[src/rtl/clk_sel_sched.sv]
// Clock-mux select sequencer: manual req/ack switching or timed auto rotation.
// Define CLK_SEL_SCHED_STATUS_EN to add the switch_count status output.
module clk_sel_sched #(
    parameter int DWELL_W = 8,
    parameter int SETTLE  = 4
) (
    input  logic               clk,
    input  logic               reset,
    input  logic               mode,
    input  logic               req,
    input  logic [1:0]         req_sel,
    input  logic [DWELL_W-1:0] dwell,
    output logic [1:0]         select,
    output logic               gate,
    output logic               busy,
    output logic               ack
`ifdef CLK_SEL_SCHED_STATUS_EN
    ,
    output logic [7:0]         switch_count
`endif
);

    typedef enum logic [1:0] {
        S_STABLE,
        S_DRAIN,
        S_SETTLE
    } state_t;

    localparam logic [3:0] SETTLE_INIT = 4'(SETTLE - 1);

    state_t             state;
    logic [1:0]         target;
    logic               ack_pend;
    logic [3:0]         settle_cnt;
    logic [DWELL_W-1:0] dwell_cnt;

    logic [1:0] req_map;
    logic [1:0] next_sel;
    logic       man_sw;
    logic       man_nop;
    logic       auto_on;
    logic       auto_sw;

    always_comb begin
        req_map  = (req_sel == 2'd3) ? 2'd2 : req_sel;
        next_sel = (select == 2'd2) ? 2'd0 : select + 2'd1;
        man_sw   = req && (req_map != select);
        man_nop  = req && (req_map == select);
        auto_on  = mode && (dwell != '0);
        // >= rather than == so a shrunken dwell rotates at once
        auto_sw  = auto_on && !man_sw
                   && (dwell_cnt >= dwell - DWELL_W'(1));
    end

    always_ff @(posedge clk or posedge reset) begin
        if (reset) begin
            state      <= S_SETTLE;
            select     <= 2'd0;
            gate       <= 1'b0;
            busy       <= 1'b1;
            ack        <= 1'b0;
            target     <= 2'd0;
            ack_pend   <= 1'b0;
            settle_cnt <= SETTLE_INIT;
            dwell_cnt  <= '0;
        end else begin
            ack <= 1'b0;
            unique case (state)
                S_STABLE: begin
                    if (man_sw) begin
                        target   <= req_map;
                        ack_pend <= 1'b1;
                        state    <= S_DRAIN;
                        gate     <= 1'b0;
                        busy     <= 1'b1;
                    end else begin
                        if (man_nop)
                            ack <= 1'b1;
                        if (auto_sw) begin
                            target   <= next_sel;
                            ack_pend <= 1'b0;
                            state    <= S_DRAIN;
                            gate     <= 1'b0;
                            busy     <= 1'b1;
                        end else if (auto_on) begin
                            dwell_cnt <= dwell_cnt + DWELL_W'(1);
                        end
                    end
                end
                S_DRAIN: begin
                    select     <= target;
                    settle_cnt <= SETTLE_INIT;
                    state      <= S_SETTLE;
                end
                S_SETTLE: begin
                    if (settle_cnt == 4'd0) begin
                        state     <= S_STABLE;
                        gate      <= 1'b1;
                        busy      <= 1'b0;
                        ack       <= ack_pend;
                        ack_pend  <= 1'b0;
                        dwell_cnt <= '0;
                    end else begin
                        settle_cnt <= settle_cnt - 4'd1;
                    end
                end
                default: begin
                    state <= S_SETTLE;
                end
            endcase
        end
    end

`ifdef CLK_SEL_SCHED_STATUS_EN
    // Marks a settle that follows a real source change (not reset)
    logic switched;

    always_ff @(posedge clk or posedge reset) begin
        if (reset) begin
            switched     <= 1'b0;
            switch_count <= 8'd0;
        end else if (state == S_DRAIN) begin
            switched <= 1'b1;
        end else if (state == S_SETTLE && settle_cnt == 4'd0) begin
            switched <= 1'b0;
            if (switched)
                switch_count <= switch_count + 8'd1;
        end
    end
`endif

endmodule

[config.mk]
export PLATFORM = sky130hd
export DESIGN_NAME = clk_sel_sched
export DESIGN_NICKNAME = d
export VERILOG_FILES = /design/src/rtl/clk_sel_sched.sv
export SDC_FILE = /design/constraint.sdc
export NUM_CORES = 1
export LEC_CHECK = 0
export BUFFER_PORTS_ARGS = -buffer_cell sky130_fd_sc_hd__buf_2
export CORE_ASPECT_RATIO = 1.75
export CORE_MARGIN = 5
export CORE_UTILIZATION = 51
export CTS_BUF_LIST = sky130_fd_sc_hd__clkbuf_8
export CTS_CLUSTER_DIAMETER = 100
export DETAILED_ROUTE_END_ITERATION = 8
export PLACE_DENSITY = 0.73
export SLEW_MARGIN = 10
export SYNTH_ARGS = -nofsm -noshare
export SYNTH_HDL_FRONTEND = slang
export SYNTH_SLANG_ARGS = --single-unit
[constraint.sdc]
create_clock -name clk -period 3.5 [get_ports clk]
set_clock_uncertainty 0.2 [all_clocks]
set_input_delay 0 -clock clk [delete_from_list [all_inputs] [get_ports clk]]
set_output_delay 0 -clock clk [all_outputs]
set_load 0.02 [all_outputs]
==> results of run 1 <==
==> synth_stat cells, types with 2 or more instances <==
library cell / count
a211o_1: 3
a21o_1: 2
a21oi_1: 6
a31o_2: 2
a31oi_1: 3
a32o_1: 2
dfrtp_1: 18
dfstp_2: 4
ha_1: 13
inv_1: 10
mux2_2: 2
mux2_4: 2
nand2_1: 18
nand2b_1: 3
nand3_1: 7
nand3b_1: 3
nand4_1: 5
nor2_1: 12
nor3_1: 5
nor3b_1: 2
nor4_1: 3
o211ai_1: 4
o21ai_0: 8
o311a_2: 2
xnor2_1: 5
xor2_1: 2
==> cells by family after synthesis <==
kind of cell               Yosys count
and+or+nand+nor                     69
AOI/OAI and AO/OA                   41
DFF                                 22
buffers and inverters               14
adders and majority gates           13
xor gates and xnor gates             7
muxes                                4
==> worst min-delay path, stage by stage <==
cell and delay [ns]:
buf_2 0.11, o311a_4 0.14, nand2_1 0.07, a31o_2 0.15
==> area by class of cell <==
class / count / area (sq um)
Multi-Input combinational cell: 134 / 991
Fill cell: 302 / 1280
Tap cell: 43 / 53.8
Clock buffer: 4 / 55.1
Inverter: 10 / 37.5
Timing Repair Buffer: 23 / 138
Sequential cell: 22 / 556
==> path summary, 6_finish.rpt <==
kind,depth (start not counted),slack (ns),end
min in group asynchronous,3,0.26,target[1]
max in group asynchronous,3,2.34,dwell_cnt[7]
worst max register to register,7,0.72,dwell_cnt[7]
worst min register to register,1,0.32,target[1]
worst max-delay path,7,0.72,dwell_cnt[7]
worst min-delay path,4,0.04,ack_pend
==> power breakdown <==
part	internal, uW	switching (uW)
combinational	335	392
clock	100	77.3
sequential	379	152
total	814	621
==> metal layers <==
metal  vias up  routed length, um
li1        675                  -
met1       698               1310
met2        36               2180
met3        14                117
met4         0                145
met5         -                  0
==> registers in the layout (all words and copies together), names as in the netlist <==
signal      flops
ack             1
dwell_cnt       8
target          2
state           2
settle_cnt      4
gate            1
ack_pend        1
busy            1
select          2
==> stage by stage <==
stage | hold slack, ns | total power [uW] | cells
4_1_cts | 0.0344 | 1440 | 236
6_report | 0.0411 | 1430 | 236
3_5_place_dp | 0.00732 | 1250 | 228
3_3_place_gp | -0.00447 | 1200 | 228
2_1_floorplan | -0.214 | 1090 | 170
5_1_grt | 0.0576 | 1560 | 236
==> flow_summary_export.csv, run 1 <==
group,metric,value,unit
power,p_per_area,784,nW/um^2
place,hpwl,3.00,mm
cells_and_area,final_area,1830,sq um
yosys,synth_edf_count,0,
yosys,synth_simple_gate_area_share,22.7,%
worst_setup_path,start_kind,"flop",
yosys,netlist_instances,170,
yosys,synth_area_leaders,"dfrtp_1 (28%), ha_1 (10%), dfstp_2 (6.4%)",
worst_setup_path,worstPathMaxFanout,15,
clock_network,cts_root_buffer,"clkbuf_8",
clock_network,post_cts_buffers,0,
yosys,synth_compound_area_share,21.1,%
worst_setup_path,crit_required,3.45,ns
flow_run,maxCapViolCount,0,
yosys,synth_top_family_by_area,"simple AND/OR/NAND/NOR gates",
worst_setup_path,critPathLaunch,"dwell_cnt[0]",
worst_hold_path,hold_class,"input pin to flop",
cells_and_area,mostFrequentLayoutCells,"nand2_1 (18), dfrtp_1 (18), buf_2 (18)",
yosys,syn-num-nets,197,
worst_setup_path,critical_path_class,"flop to flop",
sta,max_slew_margin,45.6,%
grt,use_met3,1.93,%
detailed_routing,firstDrtPassIters,4,
sta,hold_viol,0,
cells_and_area,final_util,58.9,%
detailed_routing,drt_wl_total,3.75,mm
die,die_width,52.8,um
clock_network,htree_levels,1,
sta,max_freq,359,MHz
yosys,synth-seq-cells,22,
sta,setup_viol,0,
yosys,synth_top_area_share,27.6,%
detailed_routing,drtIter0Drc,34,
yosys,ys.flop_type,"dfrtp_1",
sta,fin_crit_sh,79.5,%
yosys,ys_seq_area_share,34.0,%
grt,antenna_found_initial,0,
sta,finalMaxSlewViolations,0,
worst_setup_path,crit_slowest_cell,"dfrtp_1",
place,pre_cts_ws,0.568,ns
die,floorplan.die.height,84.9,um
place,place_area,1740,sq um
detailed_routing,vias,1423,
worst_setup_path,reg2reg_from,"dwell_cnt[0]",
die,start_util,52.5,%
clock_network,clockBufferDepth,2,
cells_and_area,antennaDiodeCount,0,
clock_network,clkTransAtPathRegs,0.07,ns
detailed_routing,vias_per_cell,6.03,
sta,fin_crit,2.78,ns
grt,grt_pass1_vias,1533,
cells_and_area,layout-drive-gt1-share,23.8,%
yosys,synthMuxAreaShare,3.22,%
yosys,synth_xor_area_share,3.75,%
clock_network,holdBufCountCts,4,
power,ir_worst_vdd,0.559,mV
grt,gr-usage-met1,19.4,%
status,status,"finished, final reports clean",
detailed_routing,drc,0,
die,placeableCoreArea,3110,sq um
sta,setup_tns,0,ns
detailed_routing,ant_nets,0,
grt,grt_pass1_wl,6.55,mm
worst_setup_path,worstPathCellList,"inv_1, ha_1, nand2b_1, a2111o_1, a31o_2, o311a_2, a211o_1",
cells_and_area,syn_to_final_growth,12.1,%
sta,fin_ws,0.716,ns
worst_setup_path,critPathCaptureType,"flop",
sta,rsz0062_at_grt,"false",
clock_network,clk_latency,0.26,ns
yosys,synth_cell_types,50,
die,rows,27,
worst_setup_path,critPathBufInv,1,
worst_hold_path,hp-start,"mode",
cells_and_area,nets,221,
yosys,ys_async_sr_fraction,100,%
clock_network,clock-sinks,22,
clock_network,cts_tree,"done",
yosys,syn_area_per_cell,9.60,sq um
worst_setup_path,worstPathArrival,2.73,ns
grt,grt_max_degree,23,
detailed_routing,wl_per_cell,15.9,um
worst_setup_path,cp_slowest_stage_delay,0.47,ns
clock_network,cts-buffers-inserted,3,
die,io_pins,19,
sta,worstMarginPinSlew,0.816,ns
grt,grt-busiest-layer,"met2",
worst_setup_path,path_delay_family,"compound AO/OA/AOI/OAI gates",
yosys,syn_area,1630,sq um
power,leakage,0.000775,uW
yosys,ys_warn_count,0,
yosys,synth_fa_ha_area_share,9.96,%
place,portBuffers,18,
clock_network,cts_resized,0,
grt,grt_use_total,18.7,%
grt,grt-ovfl-total,0,
die,die_area,4480,sq um
place,place_congestion,0.856,
yosys,synth_area_leader_cell,"dfrtp_1",
grt,grt_use_met2,35.0,%
Power figures use the tool's default switching activity.
==> inputs of run 2 (changes only) <==
PLACE_DENSITY = 0.76   (was 0.73)
clock period = 2.3 ns   (was 3.5 ns; I/O delays follow)
==> run 2 against run 1 <==
The run now ends with negative setup slack left; sequential share of layout area shrank 5.0 points; utilization grew 12 points; combinational power grew 110%; non-clock buffer count grew 29; clock power grew 55%; critical path depth grew 1; clock-buffer cell count is the same; global-route usage grew 1.7 points; via count grew 8.3%; worst setup slack lost 0.85 ns; routed wire length grew 11%; first-iteration DRC count grew 120%.
==> flow_summary_export.csv, run 2 (same netlist as run 1, synthesis figures left out) <==
group,metric,value,unit
sta,fin_crit,2.44,ns
cells_and_area,largest-register,"dwell_cnt",
sta,fin_crit_sh,106,%
grt,antenna_found_initial,0,
cells_and_area,mostFrequentLayoutCells,"buf_4 (28), nand2_1 (18), dfrtp_1 (18)",
clock_network,clkTransAtPathRegs,0.07,ns
detailed_routing,vias,1541,
clock_network,htree_levels,1,
power,ir_worst_vdd,0.801,mV
status,status,"finished, violations left",
grt,grt_use_total,20.4,%
worst_setup_path,critical_path_class,"flop to flop",
die,start_util,52.5,%
power,p_sw,1070,uW
sta,setup_tns,-0.660,ns
place,hpwl,3.15,mm
sta,finalMaxSlewViolations,0,
cells_and_area,antennaDiodeCount,0,
detailed_routing,ant_nets,0,
power,comb_power_share,59.3,%
sta,worstMarginPinSlew,0.795,ns
die,placeableCoreArea,3110,sq um
detailed_routing,drc,0,
cells_and_area,register_area,556,sq um
clock_network,cts_root_buffer,"clkbuf_8",
worst_setup_path,worstPathCellList,"inv_2, ha_4, nand2b_4, a2111o_1, a31o_4, buf_6, a21o_4, mux2_4",
flow_run,maxCapViolCount,0,
cells_and_area,final_common_cell,"buf_4",
die,floorplan.die.height,84.9,um
power,switching_share,42.1,%
cells_and_area,num-fill-cells,246,
cells_and_area,final_util,70.5,%
cells_and_area,multi_input_area,1120,sq um
sta,max_freq,411,MHz
power,internal_power,1480,uW
grt,grt-ovfl-total,0,
grt,grt_pass1_wl,7.02,mm
sta,rsz0062_at_grt,"true",
grt,grt_pass1_vias,1638,
cells_and_area,nets,250,
worst_setup_path,worstPathMaxFanout,6,
sta,hold_viol,0,
worst_hold_path,hold_class,"input pin to flop",
cells_and_area,largest_registers,"dwell_cnt: 8 flops, settle_cnt: 4 flops",
power,leakage,0.000947,uW
worst_setup_path,crit_required,2.25,ns
grt,grt_max_degree,23,
cells_and_area,layout-drive-gt1-share,41.0,%
die,die_area,4480,sq um
die,die_width,52.8,um
worst_setup_path,critPathBufInv,2,
cells_and_area,largest_reg_flops,8,
sta,fin_ws,-0.135,ns
clock_network,cts_tree,"done",
cells_and_area,syn_to_final_growth,34.1,%
clock_network,clockBufferDepth,2,
place,place_inst,252,
detailed_routing,vias_per_cell,5.82,
sta,max_slew_margin,47.0,%
detailed_routing,drt_wl_total,4.16,mm
clock_network,clk_latency,0.26,ns
power,p_per_area,1170,nW/um^2
clock_network,clock-sinks,22,
worst_setup_path,path_delay_family,"compound AO/OA/AOI/OAI gates",
worst_setup_path,start_kind,"flop",
place,place_congestion,0.842,
clock_network,cts-buffers-inserted,3,
place,portBuffers,18,
worst_setup_path,cp_slowest_stage_delay,0.41,ns
worst_setup_path,worstPathArrival,2.39,ns
worst_setup_path,crit_slowest_cell,"a2111o_1",
sta,setup_viol,10,
detailed_routing,firstDrtPassIters,4,
detailed_routing,drtIter0Drc,76,
status,violations,"negative setup slack",
power,p_clk_share,10.7,%
detailed_routing,wl_per_cell,15.7,um
die,rows,27,
worst_setup_path,critPathCaptureType,"flop",
cells_and_area,fin_cells,265,
power,seqPwrFrac,30.0,%
die,io_pins,19,
==> run 2: cell types whose count changed in the layout (fill, tap and decap cells not counted), moves of 2 or more <==
cell / delta
o311a_2: -2
nor4_1: -3
o311a_4: +2
o21ai_2: +2
ha_1: -2
buf_6: +3
inv_2: +2
o21ai_0: -3
inv_1: -2
nor4_4: +2
buf_4: +27
nor2_1: -2
==> run 2: final cells by class <==
cell class / count / share of cell area (%)
multi-input cells: 134 / 51.1
clock buffers: 4 / 2.51
repair buffers: 52 / 16.9
well taps: 43 / 2.46
flip-flops and latches: 22 / 25.4
inverters: 10 / 1.71
==> run 2: final timing paths <==
check                                  start           end  slack [ns]  cells past startpoint
worst max-delay path            dwell_cnt[0]     target[1]       -0.14                      8
worst min-delay path              req_sel[0]     target[0]        0.02                      4
worst max register to register  dwell_cnt[0]     target[1]       -0.14                      8
worst min register to register          busy          busy        0.31                      1
max in group asynchronous              reset  dwell_cnt[4]        1.17                      3
min in group asynchronous              reset     target[1]        0.24                      3
==> run 2: what timing repair did <==
action                                  in CTS  in global routing
endpoints found under the setup margin      12                 14
resized for setup                           12                 14
buffers inserted                             4                  1
hold endpoints to repair                    21                  0
cloned                                       0                  0
hold buffers                                 4                  0
pin swaps                                   13                  5
==> run 2: worst register-to-register path, cell delays in order (launching register included) <==
cell and delay, ns:
dfrtp_1 0.39, inv_2 0.08, ha_4 0.19, nand2b_4 0.13, a2111o_1 0.41, a31o_4 0.28
buf_6 0.13, a21o_4 0.22, mux2_4 0.29
==> run 2: power groups by stage <==
stage	combinational [uW]	clock, uW	sequential [uW]
4_1_cts	1450	280	759
3_5_place_dp	1290	0	762
3_3_place_gp	1220	0	751
2_1_floorplan	898	0	762
6_report	1510	274	766
5_1_grt	1650	295	795
==> run 2: per-layer routing <==
metal  wire [um]  vias to the layer above  track usage, %
met2        2410                       43            39.0
met4         108                        0            9.30
li1            -                      738               -
met1        1480                      749            20.6
met5           0                        -               0
met3         155                       11            2.46
==> run 2: metrics by stage <==
| step | worst slack [ns] | hold slack [ns] | cell area, sq um | total power, uW |
|---|---|---|---|---|
| finish | -0.135 | 0.0204 | 2190 | 2550 |
| global placement | -0.403 | -0.00614 | 1930 | 1970 |
| global route | -0.172 | 0.0411 | 2190 | 2740 |
| CTS | -0.115 | 0.0221 | 2130 | 2490 |
| detailed placement | -0.482 | -0.0117 | 1930 | 2060 |
| floorplan | -0.201 | -0.214 | 1650 | 1660 |
==> inputs of run 3 (changes only) <==
CORE_UTILIZATION = 54   (was 51)
GPL_TIMING_DRIVEN = 0   (was not set)
PLACE_DENSITY = 0.8   (was 0.76)
TNS_END_PERCENT = 20   (was not set)
==> run 3 against run 2 <==
The flow still finishes with violations (negative setup slack); critical endpoint is now dwell_cnt[6]; worst setup slack gained 0.0061 ns; clock-buffer cell count is the same; sequential power is 2.7% lower; non-clock buffer count shrank 21; design area decreased by 8.7%; critical path depth is 2 higher.
==> flow_summary_export.csv, run 3 (same netlist as run 1, synthesis figures left out) <==
group,metric,value,unit
status,status,"finished, violations left",
status,violations,"negative setup slack",
detailed_routing,ant_nets,0,
cells_and_area,syn_to_final_growth,22.5,%
grt,grt_max_degree,23,
cells_and_area,largest_registers,"dwell_cnt: 8 flops, settle_cnt: 4 flops",
worst_setup_path,reg2reg_from,"dwell_cnt[0]",
worst_setup_path,r2r-end,"dwell_cnt[6]",
grt,use_met3,2.51,%
grt,grt_use_met2,38.6,%
sta,finalMaxSlewViolations,0,
worst_hold_path,hp-start,"req_sel[0]",
detailed_routing,vias,1432,
worst_hold_path,whs_path_depth,4,
power,p_per_area,1200,nW/um^2
grt,grt_pass1_vias,1496,
sta,worstMarginPinSlew,0.896,ns
die,rows,26,
cells_and_area,multi_input_area,1090,sq um
cells_and_area,largest-register,"dwell_cnt",
clock_network,clkTransAtPathRegs,0.07,ns
detailed_routing,drt_wl_total,3.76,mm
worst_setup_path,start_kind,"input pin",
detailed_routing,vias_per_cell,6.25,
cells_and_area,nets,229,
sta,rsz0062_at_grt,"true",
clock_network,clk_latency,0.26,ns
worst_setup_path,critPathCaptureType,"flop",
grt,antenna_found_initial,0,
clock_network,cts-buffers-inserted,3,
die,die_width,51.6,um
sta,hold_viol,0,
cells_and_area,register_area,558,sq um
place,place_congestion,0.838,
sta,fin_crit,2.43,ns
die,floorplan.die.height,82.7,um
cells_and_area,layout-drive-gt1-share,33.8,%
clock_network,cts_root_buffer,"clkbuf_8",
worst_hold_path,hold_path_end,"target[0]",
die,placeableCoreArea,2930,sq um
cells_and_area,antennaDiodeCount,0,
sta,fin_ws,-0.129,ns
clock_network,cts_tree,"done",
clock_network,clock-sinks,22,
cells_and_area,num-fill-cells,225,
flow_run,maxCapViolCount,0,
worst_setup_path,rr_worst_depth,7,
worst_setup_path,critical_path_class,"input pin to flop",
detailed_routing,wl_per_cell,16.4,um
sta,fin_crit_sh,106,%
sta,hold-worst-slack,0.00588,ns
worst_setup_path,reg2reg_slack,-0.12,ns
grt,grt-busiest-layer,"met2",
detailed_routing,drtIter0Drc,36,
grt,grt_pass1_wl,6.44,mm
worst_setup_path,worstPathArrival,2.40,ns
grt,grt_use_total,19.7,%
sta,setup_viol,9,
cells_and_area,mostFrequentLayoutCells,"nand2_1 (17), buf_2 (17), dfrtp_1 (16)",
worst_setup_path,crit_required,2.27,ns
detailed_routing,firstDrtPassIters,4,
place,portBuffers,18,
worst_setup_path,worstPathMaxFanout,6,
power,ir_worst_vdd,0.904,mV
die,die_area,4270,sq um
clock_network,htree_levels,1,
die,io_pins,19,
sta,max_slew_margin,40.1,%
power,leakage,0.000836,uW
grt,gr-usage-met1,19.7,%
worst_hold_path,hold_class,"input pin to flop",
power,power.total,2410,uW
sta,max_freq,412,MHz
die,start_util,55.8,%
place,hpwl,2.86,mm
clock_network,clockBufferDepth,2,
detailed_routing,drc,0,
grt,grt-ovfl-total,0,
cells_and_area,largest_reg_flops,8,
run 3: cell count changes in the layout (fill, tap and decap cells not counted), moves of 2 or more:
cell     before  now
buf_4        28    5
dfrtp_2       0    2
dfrtp_1      18   16
nor4_1        0    2
o21ai_0       5    7
run 3: worst max-delay path, stage by stage:
cell	delay (ns)
buf_2	0.11
or4_4	0.56
nor4_4	0.16
xnor2_1	0.17
ha_1	0.29
a21oi_2	0.14
o21ai_2	0.10
a31o_4	0.26
or4_1	0.47
o211ai_1	0.12
run 3: worst max-delay path by stage:
stage | cells past startpoint | to | from | slack, ns
3_5_place_dp | 10 | dwell_cnt[5] | dwell[2] | -0.56
2_1_floorplan | 9 | dwell_cnt[3] | dwell[2] | -0.20
6_report | 10 | dwell_cnt[6] | dwell[5] | -0.13
5_1_grt | 10 | dwell_cnt[6] | dwell[5] | -0.19
3_3_place_gp | 10 | dwell_cnt[5] | dwell[2] | -0.54
4_1_cts | 10 | dwell_cnt[5] | dwell[5] | -0.12
run 3: final cells by class:
| type | count | share of cell area (%) |
|---|---|---|
| clock buffer | 4 | 2.75 |
| tap | 28 | 1.75 |
| inverter | 10 | 1.88 |
| sequential | 22 | 27.9 |
| buffer | 3 | 1.88 |
| multi-input combinational | 134 | 54.6 |
| timing repair buffer | 28 | 9.26 |
run 3: through the flow:
step	area, sq um	setup WS (ns)	cells	utilization, %	setup TNS (ns)
3_5_place_dp	1770	-0.556	216	60.6	-5.20
6_report	2000	-0.129	229	68.3	-0.675
3_3_place_gp	1770	-0.536	216	60.6	-4.57
2_1_floorplan	1650	-0.201	170	-	-0.885
4_1_cts	1960	-0.116	228	66.8	-0.596
5_1_grt	2000	-0.188	229	68.3	-1.20
run 3: power by group:
part	switching, uW	internal, uW	leakage (uW)	total [uW]
clock	125	153	0.0000288	277
sequential	166	579	0.000250	745
combinational	732	652	0.000557	1380
run 3: what timing repair did:
action,CTS,global route
hold buffers,4,0
setup buffers,5,1
hold endpoints to repair,21,0
gates resized for setup,13,9
setup endpoints to repair,13,11
pin swaps,16,3
run 3: per-layer routing:
layer / share of wire [%] / vias up
li1: - / 691
met3: 3.5 / 14
met5: 0 / -
met4: 3.2 / 0
met1: 37 / 693
met2: 57 / 34
